===== config.mk =====
export PLATFORM = sky130hd
export DESIGN_NAME = rc4_tx_framer
export DESIGN_NICKNAME = d
export VERILOG_FILES = /design/src/rtl/rc4_pkg.sv /design/src/rtl/rc4_tx_framer_frame_buf.sv /design/src/rtl/rc4_tx_framer.sv
export SDC_FILE = /design/constraint.sdc
export NUM_CORES = 1
export LEC_CHECK = 0
export CAP_MARGIN = 20
export CORE_MARGIN = 5
export CORE_UTILIZATION = 45
export CTS_CLUSTER_DIAMETER = 80
export DETAILED_ROUTE_END_ITERATION = 8
export HOLD_SLACK_MARGIN = 0.02
export PLACE_DENSITY = 0.68
export RECOVER_POWER = 50
export SYNTH_ARGS = -nofsm -noshare
export SYNTH_HDL_FRONTEND = slang
export SYNTH_HIERARCHICAL = 1
export SYNTH_SLANG_ARGS = --single-unit

===== constraint.sdc =====
create_clock -name clk -period 6.25 [get_ports clk]
set_clock_uncertainty 0.1 [all_clocks]
set_input_delay 1.25 -clock clk [delete_from_list [all_inputs] [get_ports clk]]
set_output_delay 1.25 -clock clk [all_outputs]
set_load 0.02 [all_outputs]

===== src/rtl/rc4_pkg.sv =====
// Shared definitions for the RC4 transmit framer: header constant and FSM states.
package rc4_pkg;
  localparam logic [7:0] FRAME_HDR = 8'hA5;

  typedef enum logic [2:0] {IDLE, HDR, LEN, PAY, CSUM} tx_state_t;
endpackage


===== src/rtl/rc4_tx_framer_frame_buf.sv =====
// Circular byte buffer: write/pop strobes, head byte plus the byte behind it, and fill level.
module frame_buf #(
  parameter int DEPTH = 16
) (
  input  logic                     clk,
  input  logic                     rst,
  input  logic                     wr_en,
  input  logic [7:0]               wr_data,
  input  logic                     pop,
  output logic [7:0]               head,
  output logic [7:0]               head_nxt,
  output logic [$clog2(DEPTH):0]   level
);
  localparam int AW = $clog2(DEPTH);

  logic [7:0]    mem [DEPTH];
  logic [AW-1:0] wr_ptr;
  logic [AW-1:0] rd_ptr;
  logic [AW-1:0] rd_ptr_inc;

  assign rd_ptr_inc = rd_ptr + 1'b1;
  assign head       = mem[rd_ptr];
  // Byte presented after a pop; only consumed when at least two bytes are buffered.
  assign head_nxt   = mem[rd_ptr_inc];

  always_ff @(posedge clk) begin
    if (wr_en) mem[wr_ptr] <= wr_data;
  end

  always_ff @(posedge clk or posedge rst) begin
    if (rst) begin
      wr_ptr <= '0;
      rd_ptr <= '0;
      level  <= '0;
    end else begin
      if (wr_en) wr_ptr <= wr_ptr + 1'b1;
      if (pop)   rd_ptr <= rd_ptr_inc;
      case ({wr_en, pop})
        2'b10:   level <= level + 1'b1;
        2'b01:   level <= level - 1'b1;
        default: level <= level;
      endcase
    end
  end
endmodule


===== src/rtl/rc4_tx_framer.sv =====
// Packs captured RC4 bytes into A5 / N / payload / XOR-checksum frames on a valid/ready stream.
module rc4_tx_framer
  import rc4_pkg::*;
#(
  parameter int DEPTH     = 16,
  parameter int FRAME_LEN = 8
) (
  input  logic                   clk,
  input  logic                   rst,
  input  logic [7:0]             enc_data,
  input  logic                   enc_done,
  input  logic                   flush,
  output logic [7:0]             out_data,
  output logic                   out_valid,
  input  logic                   out_ready,
  output logic                   out_sof,
  output logic                   out_eof,
  output logic                   overflow,
  output logic [$clog2(DEPTH):0] level
);
  localparam int LW = $clog2(DEPTH) + 1;

  tx_state_t  state, state_d;
  logic [7:0] head, head_nxt;
  logic [7:0] n_len, n_d, rem, rem_d, csum, csum_d, data_d, len_sel;
  logic       valid_d, sof_d, eof_d;
  logic       pop, wr_en, xfer, start, flush_drop, flush_pend, full_frame;

  assign wr_en      = enc_done && (level < LW'(DEPTH));
  assign xfer       = out_valid && out_ready;
  assign full_frame = 32'(level) >= FRAME_LEN;
  assign len_sel    = full_frame ? 8'(FRAME_LEN) : 8'(level);

  frame_buf #(.DEPTH(DEPTH)) u_buf (
    .clk      (clk),
    .rst      (rst),
    .wr_en    (wr_en),
    .wr_data  (enc_data),
    .pop      (pop),
    .head     (head),
    .head_nxt (head_nxt),
    .level    (level)
  );

  // Outputs are registered from the next state, so the byte for each state is ready on entry.
  always_comb begin
    state_d    = state;
    valid_d    = out_valid;
    data_d     = out_data;
    sof_d      = out_sof;
    eof_d      = out_eof;
    n_d        = n_len;
    rem_d      = rem;
    csum_d     = csum;
    pop        = 1'b0;
    start      = 1'b0;
    flush_drop = 1'b0;
    case (state)
      IDLE: begin
        if (full_frame || (flush_pend && level != '0)) begin
          state_d = HDR;
          valid_d = 1'b1;
          data_d  = FRAME_HDR;
          sof_d   = 1'b1;
          eof_d   = 1'b0;
          n_d     = len_sel;
          rem_d   = len_sel;
          csum_d  = '0;
          start   = 1'b1;
        end else if (flush_pend) begin
          flush_drop = 1'b1;
        end
      end
      HDR: if (xfer) begin
        state_d = LEN;
        data_d  = n_len;
        sof_d   = 1'b0;
      end
      LEN: if (xfer) begin
        state_d = PAY;
        data_d  = head;
      end
      PAY: if (xfer) begin
        pop    = 1'b1;
        csum_d = csum ^ head;
        rem_d  = rem - 8'd1;
        if (rem == 8'd1) begin
          state_d = CSUM;
          data_d  = csum ^ head;
          eof_d   = 1'b1;
        end else begin
          data_d  = head_nxt;
        end
      end
      CSUM: if (xfer) begin
        state_d = IDLE;
        valid_d = 1'b0;
        data_d  = '0;
        eof_d   = 1'b0;
      end
      default: state_d = IDLE;
    endcase
  end

  always_ff @(posedge clk or posedge rst) begin
    if (rst) begin
      state      <= IDLE;
      out_valid  <= 1'b0;
      out_data   <= '0;
      out_sof    <= 1'b0;
      out_eof    <= 1'b0;
      rem        <= '0;
      flush_pend <= 1'b0;
      overflow   <= 1'b0;
    end else begin
      state      <= state_d;
      out_valid  <= valid_d;
      out_data   <= data_d;
      out_sof    <= sof_d;
      out_eof    <= eof_d;
      rem        <= rem_d;
      flush_pend <= flush | (flush_pend & ~(start | flush_drop));
      overflow   <= overflow | (enc_done & ~wr_en);
    end
  end

  always_ff @(posedge clk) begin
    n_len <= n_d;
    csum  <= csum_d;
  end
endmodule

-- Word level (Yosys, flattened, before mapping)
Memories as Yosys holds them, arrays and structs flattened.
Index checks and enable logic that the tools add are counted.
- bits in writable memories: 128
- register bits after elaboration: 53
- output and inout bits: 17
- logic and storage cells: 100
- input bits: 13
- memories kept: 1
- memories (name ; depth ; width ; rd ports ; clocked after memory_dff ; write ports ; line ; RTL):
    u_buf.mem ; 16 ; 8 ; 2 ; 0 ; 1 ; rc4_tx_framer_frame_buf.sv:16 ; logic [7:0] mem [DEPTH];
- bitwise operators: 8
- magnitude comparators: 2
- mux-type cells: 39
- reductions and logical operators: 19
- add/sub/neg operators: 5
- eq/ne operators: 13
- operators with widths (operator ; number):
    2-to-1 mux 8 bit ; 10
    one-hot mux 8 bit (5 select lines) ; 1
    one-hot mux 8 bit (2 select lines) ; 2
    2-to-1 mux 3 bit ; 6
    one-hot mux 3 bit (5 select lines) ; 1
    2-to-1 mux 1 bit ; 14
    != test 2 bit (second input constant) ; 6
    AND reduction 6 bit ; 2
    one-hot mux 5 bit (2 select lines) ; 1
    nonzero test 5 bit ; 2
    AND reduction 3 bit ; 3
    adder 4 x 1 -> 4 bit (second input constant) ; 2
    == test 8 x 1 -> 1 bit (second input constant) ; 1
    nonzero test 2 bit ; 4
    subtractor 8 x 1 -> 8 bit (second input constant) ; 1
    bitwise XOR 8 bit ; 1
    == test 3 x 2 -> 1 bit (second input constant) ; 2
    adder 5 x 1 -> 5 bit (second input constant) ; 1
    >= comparator 5 x 4 -> 1 bit (second input constant) ; 1
    less-than comparator 5 bit (second input constant) ; 1
    2-to-1 mux 5 bit ; 1
    AND reduction 5 bit ; 1
    subtractor 5 x 1 -> 5 bit (second input constant) ; 1
    one-hot mux 1 bit (2 select lines) ; 2
    13 further kinds ; 19

-- Logic depth before layout (Yosys ltp)
- depth in word-level cells: 9
- depth in mapped cells: 13
- mapped depth without buffers: 11

-- By module
Netlist, hierarchy kept.
- by module, submodules not included (module ; cells an instance ; times used ; area an instance (um^2) ; seq. area each (um^2)):
    frame_buf ; 434 ; 1 ; 6920.4 ; 4169.0
    rc4_tx_framer ; 195 ; 1 ; 2006.9 ; 991.0

-- Worst setup path after synthesis
Ideal clock, no wire load.
- path type: input to register
- start: input out_ready
- end: register u_buf.level[4]
- data required time: 6.069 ns
- stages: 12
- library setup time: 0.081 ns
- buffers on the path: 1
- setup slack: 2.733 ns
- data arrival time: 3.336 ns
- path through: and2_1 nand2_1 inv_1 ha_1 clkbuf_1 xor2_1 ha_1 o21a_1 o21ai_0 a2111oi_0 a311oi_1 xnor2_1
- word-level cells in the longest chain between the ends: 5
- elaborated cells on any way between the ends: 7
- classes of those cells: 2 x eq/ne; 3 x mux; 2 x reduce/logical
- RTL lines (item ; line ; RTL):
    start, declared ; rc4_tx_framer.sv:15 ; input logic out_ready,
    logical AND 1 bit (*) ; rc4_tx_framer.sv:30 ; assign xfer = out_valid && out_ready;
    2-to-1 mux 1 bit (*) ; rc4_tx_framer.sv:83 ; PAY: if (xfer) begin
    2-to-1 mux 1 bit (*) ; rc4_tx_framer.sv:58 ; case (state)
    via pop ; rc4_tx_framer.sv:27 ; logic pop, wr_en, xfer, start, flush_drop, flush_pend, full_frame;
    == test 2 x 1 -> 1 bit or == test 2 bit (tied branches) ; rc4_tx_framer_frame_buf.sv:38 ; case ({wr_en, pop})
    one-hot mux 5 bit (2 select lines) or nonzero test 2 bit (tied branches) ; -- ;
    end signal, assigned ; rc4_tx_framer_frame_buf.sv:39 ; 2'b10: level <= level + 1'b1;
    end signal, assigned ; rc4_tx_framer_frame_buf.sv:40 ; 2'b01: level <= level - 1'b1;
    end signal, assigned ; rc4_tx_framer_frame_buf.sv:41 ; default: level <= level;
    end, declared ; rc4_tx_framer_frame_buf.sv:12 ; output logic [$clog2(DEPTH):0] level
The timed path passes the listed nets; every way through them passes the cells marked *.
A chain may end at the register's enable or synchronous reset.

-- Worst setup path after layout
Same ends and word-level chain as after synthesis.

==> metrics.md <==
| Metric | Value |
|---|---|
| Synth async-reset ratio | `20.8%` |
| Pwr Density | `551 nW/um^2` |
| Setup TNS | `0 ns` |
| CTS tree | `yes` |
| Std-Cell Rows | `51` |
| Post-Synth XOR/XNOR Area | `2.65%` |
| Rel. slew slack | `33.4%` |
| M3 GR Usage | `3.20%` |
| Post-synthesis instance total | `629` |
| Wirelength per Cell | `21.6 um` |
| Die X | `151 um` |
| Hold Buf Count CTS | `0` |
| Largest net degree at the start of global routing | `57` |
| Synthesized cell area | `8930 um^2` |
| Min Clock Period, post-route | `4.20 ns` |
| RSZ-0062 raised after global routing | `no` |
| Num Clock Sinks | `178` |
| Root Driver | `clkbuf_16` |
| Core ar. | `19500 um^2` |
| Synth cell types | `68` |
| Final core area utilization | `51.0%` |
| Post-DRT Antenna Nets | `0` |
| Req. time, crit path | `6.47 ns` |
| Initial DRC count | `446` |
| Mean post-synth cell area | `14.2 um^2` |
| Vias in the first global route | `5500` |
| Final wirelength | `20.0 mm` |
| Lkg Pwr | `3.46 nW` |
| EDFF count, synth | `141` |
| Post-synthesis compound-gate area fraction | `9.00%` |
| Tcrit/Tclk final | `67.1%` |
| Most used routing layer | `met2` |
| Mux share of post-synthesis cell area | `15.5%` |
| Sequential area share after synthesis | `57.8%` |
| Outcome | `finished, final reports clean` |
| Synth Flop Type | `edfxtp_1` |
| Met1 Usage GRT | `24.5%` |
| Hold WC Path Type | `reg -> reg` |
| First drt pass iteration count | `5` |
| Syn_nets | `653` |
| Layout area overhead | `11.5%` |
| Largest family of logic cells by synthesized area | `multiplexers` |
| Worst-path clk slew | `0.07 ns` |
| Max-slew violation count | `0` |
| Global route total overflow | `0` |
| Die H | `151 um` |
| Max Cap Viol | `0` |
| CTS buffer count | `17` |
| Total power | `5.48 mW` |
| Layout cells sized above 1 | `15.8%` |
| Ports | `30` |
| Clk Latency, worst-skew pair | `0.43 ns` |
| Post-CTS Resized | `0` |
| Vias/cell | `5.96` |
| Synth Warn # | `6` |
| Worst path arrival time | `4.41 ns` |
| Max Clk Rate | `238 MHz` |
| Via Count | `5513` |
| Number of buffers inserted by port buffering | `29` |
| Antenna cells | `0` |
| Setup Buffers After CTS | `0` |
| Clk buf depth | `2` |
| Post-synthesis adder-cell area fraction | `1.54%` |
| Crit-path max FO | `10` |
| Starting Density | `45.7%` |
| Final hold vios | `0` |
| Initial antenna violation count | `0` |
| Worst setup path class | `in -> reg` |
| First-pass GRT wire length | `31.1 mm` |
| Gpl congestion | `0.811` |
| # H-tree levels | `4` |
| Crit start category | `input port` |
| Synth Area in Simple Gates | `9.71%` |
| Fin nets | `671` |
| GRT Total Usage | `18.3%` |
| GR Layer Usage met2 | `30.9%` |
| Residual DRC | `0` |
| Maximum vdd drop | `0.240 mV` |
| Die area | `22800 um^2` |
| Critical Path Sink Type | `register` |
| Final HPWL DP | `13.5 mm` |
| Least-Margin Pin Slew | `0.994 ns` |
| Yosys reg bits | `178` |
| Setup violators final | `0` |
metal layers:
metal  part of all wire (%)  routed length (um)
met4                    1.5                 298
met1                     41                8130
met2                     51               10200
met3                    6.7                1350
met5                      0                   0
sequential cells by signal, summed over array words and instances (netlist names):
name	flops
u_buf/mem	128
n_len	5
out_valid	1
out_eof	1
state	3
rem	8
u_buf/rd_ptr	4
out_data	8
flush_pend	1
u_buf/level	5
u_buf/wr_ptr	4
out_sof	1
csum	8
overflow	1
through the flow:
stage	instance area, um^2	cells	setup slack (ns)	hold slack [ns]
5_1_grt	9950	925	1.79	0.389
4_1_cts	9950	925	2.23	0.362
3_3_place_gp	9340	893	1.99	0.341
2_1_floorplan	8930	629	2.73	0.351
3_5_place_dp	9340	893	1.79	0.345
6_report	9950	925	2.05	0.363
report_power, final:
group	leakage, nW	internal, mW	switching [mW]
logic	1.46	1.16	1.57
clock network	0.296	0.544	0.514
registers	1.70	1.52	0.181
total	3.46	3.22	2.26
final timing paths:
| kind | slack (ns) | cells after the start | start | endpoint |
|---|---|---|---|---|
| setup / recovery | 2.05 | 12 | out_ready | u_buf/level[4] |
| hold / removal | 0.36 | 1 | overflow | overflow |
| setup reg to reg | 2.39 | 11 | state[2] | u_buf/level[4] |
| hold reg to reg | 0.36 | 1 | overflow | overflow |
| max in group asynchronous | 4.08 | 2 | rst | out_data[4] |
| min in group asynchronous | 1.22 | 2 | rst | u_buf/level[4] |
critical path, cell delays in order:
cell and delay, ns:
dlygate4sd3_1 0.59, and2_0 0.25, nand2_1 0.18, inv_1 0.35, ha_1 0.42, xor2_1 0.18
ha_1 0.22, o21a_1 0.12, o21ai_0 0.10, a2111oi_0 0.48, a311oi_1 0.12, xnor2_1 0.15
final cells by class:
cell class              instances  area (um^2)
fillers                      1654         9580
flip-flops and latches        178         5160
multi-input cells             397         3440
clock buffers                  17          425
repair buffers                 37          350
well taps                     265          332
clock inverters                15          181
inverters                      16         60.1
logic make-up (layout without fill, tap and decap cells):
family          count (synthesis)  in the layout
simple gates                  174            174
flops                         178            178
buf+inv                        54             85
other cells                     1              1
mux                            78             78
xor+xnor                       24             24
compound gates                109            109
fa+ha+maj                      11             11
cell usage in the layout, fill, tap and decap left out, types with 11 or more instances in the layout:
master and count:
nor2_1 20, inv_1 16, mux4_2 48, xnor2_1 15, a21oi_1 23, mux2i_1 28, o21ai_0 12, ha_1 11
a211oi_1 11, dfrtp_1 35, nor2b_1 14, dlygate4sd3_1 11, clkdlybuf4s50_1 18, edfxtp_1 141, nand2_1 69, clkbuf_16 17
and2_1 19, nand3_1 23
synth_stat cells (all sizes together), types with 5 or more instances:
cell type	count	share of area (%)
mux2i	28	3.1
nor2	20	0.84
nand3	24	1.5
nand2	69	2.9
clkbuf	8	0.56
xor2	7	0.90
a221oi	9	0.95
o21ai	12	0.67
inv	16	0.67
xnor2	17	1.8
buf	27	1.9
edfxtp	141	47
o22ai	5	0.35
a32o	8	0.90
nor3	5	0.28
nor2b	14	0.98
a211oi	12	1.1
and2	24	1.7
dfrtp	37	10
mux4	48	12
a21oi	24	1.4
ha	11	1.5
(Power assumes the default switching activity.)
